<file path="src/rtl/chess_ctrl.sv">
// Two-player chess clock: three debounced buttons drive an IDLE/RUN_A/RUN_B/DONE
// controller that counts each player's remaining seconds down from INIT_SEC.
module chess_ctrl #(
  parameter int unsigned TICK_DIV   = 100000000,
  parameter int unsigned DEB_CYCLES = 1000000,
  parameter int unsigned INIT_SEC   = 300
) (
  input  logic       clk,
  input  logic       rst_n,
  input  logic       btn_start,
  input  logic       btn_a,
  input  logic       btn_b,
  output logic       en,
  output logic       win,
  output logic [9:0] time_a,
  output logic [9:0] time_b,
  output logic [1:0] turn
);

  localparam int unsigned PW = (TICK_DIV > 1) ? $clog2(TICK_DIV) : 1;
  localparam int unsigned DW = $clog2(DEB_CYCLES + 1);
  localparam logic [PW-1:0] PRESC_MAX = PW'(TICK_DIV - 1);
  localparam logic [DW-1:0] DEB_MAX   = DW'(DEB_CYCLES - 1);
  localparam logic [9:0]    INIT_T    = 10'(INIT_SEC);

  typedef enum logic [1:0] {
    IDLE  = 2'd0,
    RUN_A = 2'd1,
    RUN_B = 2'd2,
    DONE  = 2'd3
  } state_t;

  // Bit order everywhere below: [0] start, [1] player A, [2] player B.
  logic [2:0]         raw_btn;
  logic [2:0]         sync1;
  logic [2:0]         sync2;
  logic [2:0]         db_lvl;
  logic [2:0]         armed;
  logic [2:0]         press;
  logic [1:0]         sync_fill;
  logic [2:0][DW-1:0] deb_cnt;

  assign raw_btn = {btn_b, btn_a, btn_start};

  // A button only becomes armed once it has been seen released after reset,
  // so a button held through reset release cannot produce a press.
  always_ff @(posedge clk or negedge rst_n) begin
    if (!rst_n) begin
      sync1     <= '0;
      sync2     <= '0;
      db_lvl    <= '0;
      armed     <= '0;
      press     <= '0;
      sync_fill <= '0;
      deb_cnt   <= '0;
    end else begin
      // NOTE: non-blocking assignments keep every flop sampling pre-edge values,
      // which is what makes sync1 -> sync2 a real two-stage pipeline.
      sync1     <= raw_btn;
      sync2     <= sync1;
      sync_fill <= {sync_fill[0], 1'b1};
      for (int i = 0; i < 3; i++) begin
        press[i] <= 1'b0;
        if (sync_fill[1] && !sync2[i]) begin
          armed[i] <= 1'b1;
        end
        if (sync2[i] != db_lvl[i]) begin
          if (deb_cnt[i] == DEB_MAX) begin
            db_lvl[i]  <= sync2[i];
            deb_cnt[i] <= '0;
            press[i]   <= sync2[i] & armed[i];
          end else begin
            deb_cnt[i] <= deb_cnt[i] + DW'(1);
          end
        end else begin
          deb_cnt[i] <= '0;
        end
      end
    end
  end

  state_t        state;
  logic [PW-1:0] presc;
  logic          tick;
  logic          start_p;
  logic          a_p;
  logic          b_p;

  assign start_p = press[0];
  assign a_p     = press[1];
  assign b_p     = press[2];
  // The prescaler sits at zero outside the running states, so tick is only ever seen there.
  assign tick    = (presc == PRESC_MAX);

  always_ff @(posedge clk or negedge rst_n) begin
    if (!rst_n) begin
      state  <= IDLE;
      en     <= 1'b0;
      win    <= 1'b0;
      turn   <= 2'b00;
      time_a <= INIT_T;
      time_b <= INIT_T;
      presc  <= '0;
    end else begin
      case (state)
        IDLE: begin
          if (start_p) begin
            state <= RUN_A;
            turn  <= 2'b01;
            presc <= '0;
          end
        end

        // Priority inside a running state: start, then timeout, then end-of-turn.
        RUN_A: begin
          if (start_p) begin
            state  <= IDLE;
            turn   <= 2'b00;
            presc  <= '0;
            time_a <= INIT_T;
            time_b <= INIT_T;
          end else if (tick && time_a <= 10'd1) begin
            state  <= DONE;
            turn   <= 2'b00;
            en     <= 1'b1;
            win    <= 1'b0;
            time_a <= '0;
            presc  <= '0;
          end else begin
            if (tick) begin
              time_a <= time_a - 10'd1;
            end
            if (a_p) begin
              state <= RUN_B;
              turn  <= 2'b10;
              presc <= '0;
            end else begin
              presc <= tick ? '0 : presc + PW'(1);
            end
          end
        end

        RUN_B: begin
          if (start_p) begin
            state  <= IDLE;
            turn   <= 2'b00;
            presc  <= '0;
            time_a <= INIT_T;
            time_b <= INIT_T;
          end else if (tick && time_b <= 10'd1) begin
            state  <= DONE;
            turn   <= 2'b00;
            en     <= 1'b1;
            win    <= 1'b1;
            time_b <= '0;
            presc  <= '0;
          end else begin
            if (tick) begin
              time_b <= time_b - 10'd1;
            end
            if (b_p) begin
              state <= RUN_A;
              turn  <= 2'b01;
              presc <= '0;
            end else begin
              presc <= tick ? '0 : presc + PW'(1);
            end
          end
        end

        DONE: begin
          if (start_p) begin
            state  <= IDLE;
            en     <= 1'b0;
            presc  <= '0;
            time_a <= INIT_T;
            time_b <= INIT_T;
          end
        end

        default: begin
          state <= IDLE;
          turn  <= 2'b00;
          en    <= 1'b0;
          presc <= '0;
        end
      endcase
    end
  end

endmodule

</file>
<file path="config.mk">
export PLATFORM = sky130hd
export DESIGN_NAME = chess_ctrl
export DESIGN_NICKNAME = d
export VERILOG_FILES = /design/src/rtl/chess_ctrl.sv
export SDC_FILE = /design/constraint.sdc
export NUM_CORES = 1
export LEC_CHECK = 0
export ABC_AREA = 1
export CORE_MARGIN = 2
export CORE_UTILIZATION = 65
export DETAILED_ROUTE_END_ITERATION = 7
export PLACE_DENSITY = 0.82
export SKIP_LAST_GASP = 1
export SLEW_MARGIN = 20
export SYNTH_ARGS = -nofsm -noshare
export SYNTH_HDL_FRONTEND = slang
export SYNTH_SLANG_ARGS = --single-unit
</file>
<file path="constraint.sdc">
create_clock -name clk -period 3.24 [get_ports clk]
set_input_delay 0.972 -clock clk [delete_from_list [all_inputs] [get_ports clk]]
set_output_delay 0.972 -clock clk [all_outputs]
set_load 0.02 [all_outputs]
</file>
==> results.ini, run 1 <==
[status]
status=complete, no violations

[global_routing]
antenna_found_initial=0
grt-ovfl-total=0
grt_pass1_wl_mm=25.80
grt_pass1_vias=5825
gr-usage-all-layers=0.2759
grt_max_degree=75

[floorplan]
fp.dieH_um=109.1
die_w_um=109.1
top_level_ports=29
die_area_mm2=0.01191
fp-row-count=38
core-area_mm2=0.01079
start_util=0.6654

[flow_run]
drv_cap=0

[cts]
cts_tree=yes
h-tree-depth=4
insertion_delay_ps=540
cts_resized=0
cts.sinks=130
clock-root-buffer=clkbuf_8
numCtsBuffers=17
clk_pin_slew_ps=60
clockBufferDepth=2
cts_setup_buffers=0
cts_hold_buf=0

[critical_path]
slowest_delay_ps=620
cp_top_family=buffers and inverters
crit_buf_inv=1
required_ps=2270
crit_type=reg -> out
endpoint_kind=output port
cp_cell_sequence=clkdlybuf4s50_1
cp_slowest_cell=clkdlybuf4s50_1
start_kind=flip-flop
critPathMaxFanout=5
arrival_ps=1740
rrSetupSlack_ps=940

[pwr]
ir_worst_vdd_uv=656.8
power_frac_seq=0.454
p_switching_mw=0.8592
power.leakage_nw=4.070
clockPowerShare=0.525
p_per_area_mw_per_mm2=442.4
comb_power_share=0.021
cell_internal_pwr_mw=2.775
swShare=0.2364

[final_layout]
layout_common_cells=203 x nand2_1, 157 x nor2_1, 146 x inv_1, 122 x dfrtp_1, 75 x nand3_1
fin_cells=1149
nNetsFinal=1015
antenna_cells=0
n_fill_cell=803
area_growth_pct=14.39
drive_gt1_frac=0.07631
mostFrequentLayoutCell=nand2_1

[synth]
netlist_area_mm2=0.007182
ys.warnings.count=0
synth.distinct_cells=41
yosys_register_bits=130
synthCells=954
async_flop_share=1.000
synth_top_area_frac=0.4251
yosys_most_used_dff=dfrtp_1
synth_nets=973
avgSynthCellArea_um2=7.528
synth_area_leaders=dfrtp_1 43%, nand2_1 11%, nor2_1 8.2%
yosysTopAreaCell=dfrtp_1
yosysSeqAreaShare=0.4544
synth-edff-count=0

[placed_design]
hpwl_mm=10.51
portBuffers=28
gp_congestion=0.8934
post-place-cells=1117

[drt]
drt-initial-drc-count=527
wirelength_mm=15.40
drt_pass1_iterations=6
drtAntennaViolNets=0
dr_total_vias=6209
wl_per_cell_um=13.40
post_drt_via_cell_ratio=5.404
drc=0

[timing]
period_share=0.8381
fin_skew_ps=6.193
slew_headroom=0.5558
rsz0062_at_grt=false
setup-violations-final=0
tns_ps=0
min_period_ps=2715
maxSlewViolCount=0
max_freq_mhz=368.3
hold_viol_final=0
worst_pin_slew_ps=666.3

[hold_path]
hold_path_class=reg -> reg

## kinds of logic (layout without fill, tap and decap cells)
family,Yosys count,after routing,share of synthesized area
flip-flops,130,130,0.4544
XOR/XNOR,33,33,0.04024
buffers and inverters,159,214,0.08467
AO/OA/AOI/OAI,76,76,0.05976
other,1,1,0.0005221
multiplexers,3,3,0.004703
adder cells (fa/ha/maj),14,14,0.02439
AND/OR/NAND/NOR,538,538,0.3314
## power by group through the flow
stage / registers, mW / clock network (mW) / logic (mW)
floorplan: 1.68 / 0 / 0.0312
global placement: 1.68 / 0 / 0.0789
detailed placement: 1.68 / 0 / 0.0802
CTS: 1.65 / 1.93 / 0.0811
global route: 1.65 / 2.00 / 0.0935
finish: 1.65 / 1.91 / 0.0778
## area by class of cell
cell class | instances | area (um^2) | area share
Timing Repair Buffer | 31 | 316.6 | 0.03853
Tap cell | 140 | 175.2 | 0.02132
Sequential cell | 130 | 3263 | 0.3972
Clock inverter | 15 | 168.9 | 0.02056
Clock buffer | 17 | 414.1 | 0.05041
Multi-Input combinational cell | 665 | 3311 | 0.4030
Inverter | 151 | 566.8 | 0.06899
## final timing paths
check | startpoint | end | depth (start not counted)
worst max-delay path | time_b[2] | time_b[2] | 1
worst min-delay path | sync1[1] | sync2[1] | 0
worst max register to register | state[0] | time_a[7] | 10
worst min register to register | sync1[1] | sync2[1] | 0
max in group asynchronous | rst_n | time_a[5] | 2
min in group asynchronous | rst_n | deb_cnt[20] | 1
## registers in the layout (all words and copies together), names as in the netlist
register	count
sync1	3
db_lvl	3
armed	3
deb_cnt	60
state	2
press	3
time_a	10
win	1
sync_fill	2
presc	27
en	1
time_b	10
turn	2
sync2	3
## per-stage QoR
| stage | area, um^2 | hold slack (ps) | total power [mW] | setup WS (ps) | utilization |
|---|---|---|---|---|---|
| after CTS | 8215 | 351.7 | 3.661 | 504.8 | 0.7612 |
| after global routing | 8215 | 369.5 | 3.745 | 476.0 | 0.7612 |
| after floorplan | 7182 | 331.2 | 1.707 | 1409 | - |
| final | 8215 | 352.5 | 3.635 | 524.6 | 0.7612 |
| after global placement | 7632 | 333.2 | 1.756 | 1099 | 0.7072 |
| after detailed placement | 7632 | 337.0 | 1.758 | 1033 | 0.7072 |
## per-layer routing
| layer | vias to the layer above | global-route usage | wire length [um] |
|---|---|---|---|
| met5 | - | 0 | 0 |
| met4 | 0 | 0.07784 | 125 |
| met3 | 16 | 0.06455 | 801 |
| met2 | 193 | 0.4556 | 7508 |
| met1 | 2875 | 0.3649 | 6961 |
| li1 | 3125 | - | - |
## Yosys cell counts, drive strengths merged (9+ instances only)
| cell type | instances |
|---|---|
| nand2 | 210 |
| nor2 | 165 |
| inv | 150 |
| dfrtp | 122 |
| nand3 | 77 |
| nand4 | 38 |
| nor3 | 32 |
| o21ai | 32 |
| a21oi | 29 |
| xor2 | 22 |
| ha | 14 |
| xnor2 | 11 |
| nor4 | 9 |
Power figures use the tool's default switching activity.
==> inputs of run 2 (changes only) <==
Settings changed: CORE_UTILIZATION 65 to 61, PLACE_DENSITY 0.82 to 0.78.
Clock period 3.24 ns to 2.8 ns, I/O delays scaled along.
==> run 2 against run 1 <==
  * Non-clock buffer count up 3
  * Clock skew up 3.3 ps
  * Design area up 0.76%
  * Worst hold slack worse by 22 ps
  * Count of clock-buffer cells in the layout up 6
  * Routed wire length down 5.8%
  * Setup slack worse by 160 ps
  * Sequential share of layout area down 0.30 points
  * Register-to-register slack worse by 420 ps
  * Power up 19%
  * Sequential power up 16%
  * Largest power group unchanged
  * Highest routed layer unchanged
==> results.ini, run 2 (same netlist as run 1, synthesis figures left out) <==
[timing]
timing.final.ws_setup_ps=363.3
period_share=0.8703
min_period_ps=2437
rsz0062_at_grt=false
max_freq_mhz=410.4
maxSlewViolCount=0
fin_skew_ps=9.506
hold_viol_final=0
hold_ws_ps=330.1
setup-violations-final=0
tns_ps=0

[final_layout]
area_growth_pct=15.26
postLayoutCellArea_mm2=0.008278
antenna_cells=0
top_regs=deb_cnt x60, presc x27
fin_cells=1154
nNetsFinal=1018
final_core_utilization=0.7219
regMostFlops=deb_cnt
mostFrequentLayoutCell=nand2_1
layout_common_cells=203 x nand2_1, 157 x nor2_1, 146 x inv_1, 122 x dfrtp_1, 75 x nand3_1
largest_reg_flops=60
drive_gt1_frac=0.07418

[pwr]
power.leakage_nw=4.097
ir_worst_vdd_uv=595.7
power_mw=4.322
p_per_area_mw_per_mm2=522.2

[cts]
cts_setup_buffers=0
insertion_delay_ps=420
cts.sinks=130
cts_resized=0
numCtsBuffers=17
clockBufferDepth=2
clock-root-buffer=clkbuf_16
h-tree-depth=4
cts_hold_buf=0
clk_pin_slew_ps=50
cts_tree=yes

[critical_path]
critPathMaxFanout=5
crit_type=reg -> out
r2r-start=state[0]
start_kind=flip-flop
arrival_ps=1600
cp_slowest_cell=clkdlybuf4s50_1
cp_top_family=buffers and inverters
slowest_delay_ps=610
required_ps=1960
r2r_end=presc[22]
endpoint_kind=output port
crit_buf_inv=1
rrSetupSlack_ps=520
ff2ff_path_depth=14
cp_cell_sequence=clkdlybuf4s50_1

[placed_design]
gp_congestion=0.9846
hpwl_mm=10.54
pre_cts_slack_ps=570.8
post-place-cells=1123
portBuffers=28
placedInstanceArea_mm2=0.007659

[drt]
drt-initial-drc-count=442
drtAntennaViolNets=0
drc=0
wl_per_cell_um=12.57
dr_total_vias=6074
post_drt_via_cell_ratio=5.263
wirelength_mm=14.51
drt_pass1_iterations=5

[floorplan]
die_w_um=112.5
top_level_ports=29
die_area_mm2=0.01266
fp-row-count=39
start_util=0.6263
fp.dieH_um=112.5
core-area_mm2=0.01147

[global_routing]
grt-ovfl-total=0
grt_pass1_wl_mm=26.01
antenna_found_initial=0
grt_max_degree=49
gr-usage-all-layers=0.2515
grt_pass1_vias=5935

[flow_run]
drv_cap=0

[hold_path]
hold_path_class=in -> async

[status]
status=complete, no violations

==> run 2: changes by cell type in the layout (fill, tap and decap cells not counted), sizes merged <==
| cell | before | now |
|---|---|---|
| bufinv | 2 | 4 |
| buf | 4 | 7 |
| clkinv | 3 | 1 |
| inv | 158 | 151 |
| clkbuf | 17 | 23 |
==> run 2: worst max-delay path by stage <==
stage | startpoint | end | slack (ps) | cells past startpoint
after CTS | time_b[2] | time_b[2] | 340 | 1
after floorplan | state[0] | presc[22] | 970 | 14
after global placement | state[0] | presc[22] | 680 | 14
final | time_b[2] | time_b[2] | 360 | 1
after detailed placement | state[0] | presc[22] | 570 | 14
after global routing | state[1] | presc[19] | 270 | 11
==> run 2: final cells by class <==
cell class	instances	area (um^2)
fillers	896	3189
clock inverters	8	151.4
clock buffers	23	467.9
inverters	151	566.8
well taps	143	178.9
repair buffers	34	339.1
multi-input cells	665	3311
flip-flops and latches	130	3263
==> run 2: power by group <==
group	switching, mW	total (mW)	internal [mW]
Combinational	0.0654	0.0920	0.0266
Sequential	0.0130	1.91	1.90
Clock	0.786	2.32	1.53
==> run 2: layer usage <==
metal  GRT usage  wire, um  up-vias
li1            -         -     3131
met1      0.3401      7141     2826
met2      0.4100      6806      106
met3     0.05616       429       11
met4     0.07561       131        0
met5           0         0        -
==> inputs of run 3 (changes only) <==
--- a/config.mk
+++ b/config.mk
@@ -11,4 +11,5 @@
 export DETAILED_ROUTE_END_ITERATION = 7
 export PLACE_DENSITY = 0.78
+export REMOVE_ABC_BUFFERS = 1
 export SKIP_LAST_GASP = 1
 export SLEW_MARGIN = 20
==> constraint.sdc (replaced) <==
create_clock -name clk -period 2.8 [get_ports clk]
set_input_delay 0.84 -clock clk [delete_from_list [all_inputs] [get_ports clk]]
set_output_delay 0.84 -clock clk [all_outputs]
set_load 0.05 [all_outputs]
==> run 3 against run 2 <==
  * Combinational power is 1% lower
  * Via count is 1.6% higher
  * Sequential share of layout area grew 0.43 points
  * First-iteration DRC count is 28% higher
  * Largest cell class unchanged
  * Non-clock buffer count decreased by 2
  * Cell count decreased by 0.26%
  * Routed wire length is 2.9% higher
  * Count of clock-buffer cells in the layout decreased by 2
  * Design area is 1.1% lower
  * Die area unchanged
  * Sequential power about the same
==> results.ini, run 3 (same netlist as run 1, synthesis figures left out) <==
[status]
status=complete, no violations

[floorplan]
fp-row-count=39
start_util=0.6263
die_w_um=112.5
top_level_ports=29
die_area_mm2=0.01266
fp.dieH_um=112.5
core-area_mm2=0.01147

[timing]
hold_viol_final=0
setup-violations-final=0
maxSlewViolCount=0
period_share=0.9500
max_freq_mhz=375.9
min_period_ps=2660
rsz0062_at_grt=false
tns_ps=0
worst_pin_slew_ps=519.4
hold_ws_ps=348.7
slew_headroom=0.6527
timing.final.ws_setup_ps=139.9
fin_skew_ps=6.317

[pwr]
clockPowerShare=0.507
ir_worst_vdd_uv=525.0
p_switching_mw=0.8810
swShare=0.2172
comb_power_share=0.022
power_frac_seq=0.471
p_per_area_mw_per_mm2=495.3
power.leakage_nw=4.057
cell_internal_pwr_mw=3.175

[cts]
h-tree-depth=4
insertion_delay_ps=420
numCtsBuffers=17
cts_resized=0
clock-root-buffer=clkbuf_16
cts.sinks=130
cts_hold_buf=0
clockBufferDepth=2
cts_tree=yes
cts_setup_buffers=0
clk_pin_slew_ps=50

[final_layout]
fin_cells=1151
mostFrequentLayoutCell=nand2_1
layout_common_cells=203 x nand2_1, 157 x nor2_1, 146 x inv_1, 122 x dfrtp_1, 75 x nand3_1
antenna_cells=0
largest_reg_flops=60
drive_gt1_frac=0.07341
nNetsFinal=1016
top_regs=deb_cnt x60, presc x27
regMostFlops=deb_cnt
area_growth_pct=14.02

[drt]
drt_pass1_iterations=5
post_drt_via_cell_ratio=5.362
drtAntennaViolNets=0
drt-initial-drc-count=565
drc=0
wl_per_cell_um=12.98
wirelength_mm=14.94
dr_total_vias=6172

[placed_design]
gp_congestion=0.8805
portBuffers=28
pre_cts_slack_ps=570.8
post-place-cells=1121
hpwl_mm=10.54

[global_routing]
grt-ovfl-total=0
grt_pass1_vias=5908
antenna_found_initial=0
gr-usage-all-layers=0.2550
grt_pass1_wl_mm=26.34
grt_max_degree=54

[critical_path]
r2r-start=state[0]
cp_top_family=buffers and inverters
crit_buf_inv=1
ff2ff_path_depth=14
r2r_end=presc[22]
slowest_delay_ps=830
required_ps=1960
cp_cell_sequence=clkdlybuf4s50_1
start_kind=flip-flop
endpoint_kind=output port
crit_type=reg -> out
cp_slowest_cell=clkdlybuf4s50_1
critPathMaxFanout=5
rrSetupSlack_ps=540
arrival_ps=1820

[hold_path]
hold_path_class=reg -> reg
whs_path_depth=0
holdCritStartpoint=sync1[0]
worstHoldEndpoint=sync2[0]

[flow_run]
drv_cap=0

==> run 3: how the worst max path moves through the flow <==
stage                endpoint  cells past startpoint       from
floorplan           presc[20]                     10   state[1]
global placement    time_a[2]                      1  time_a[2]
global route        time_a[2]                      1  time_a[2]
detailed placement  presc[22]                     14   state[0]
finish              time_a[2]                      1  time_a[2]
CTS                 time_a[2]                      1  time_a[2]
==> run 3: per-stage QoR <==
step / utilization / power [mW] / cell area [um^2]
after floorplan: - / 1.975 / 7141
after global placement: 0.6666 / 2.034 / 7644
after CTS: 0.7141 / 4.089 / 8189
after global routing: 0.7141 / 4.196 / 8189
after detailed placement: 0.6666 / 2.037 / 7644
final: 0.7141 / 4.056 / 8189
==> run 3: power groups by stage <==
stage	Clock, mW	Combinational, mW	Sequential, mW
after detailed placement	0	0.0954	1.94
after floorplan	0	0.0361	1.94
after global routing	2.18	0.109	1.91
final	2.06	0.0911	1.91
after global placement	0	0.0926	1.94
after CTS	2.08	0.0954	1.91
==> run 3: metal layers <==
| metal | part of all wire | global-route usage | wire length [um] |
|---|---|---|---|
| met5 | 0 | 0 | 0 |
| met1 | 0.46 | 0.3429 | 6923 |
| met2 | 0.47 | 0.4108 | 7042 |
| met3 | 0.049 | 0.06479 | 736 |
| met4 | 0.016 | 0.07886 | 235 |
==> run 3: final cells by class <==
class                      count  area [um^2]
clock inverter                 9        85.08
multi-input combinational    665         3311
sequential                   130         3263
clock buffer                  21        460.4
fill                         933         3278
timing repair buffer          32        324.1
tap                          143        178.9
inverter                     151        566.8
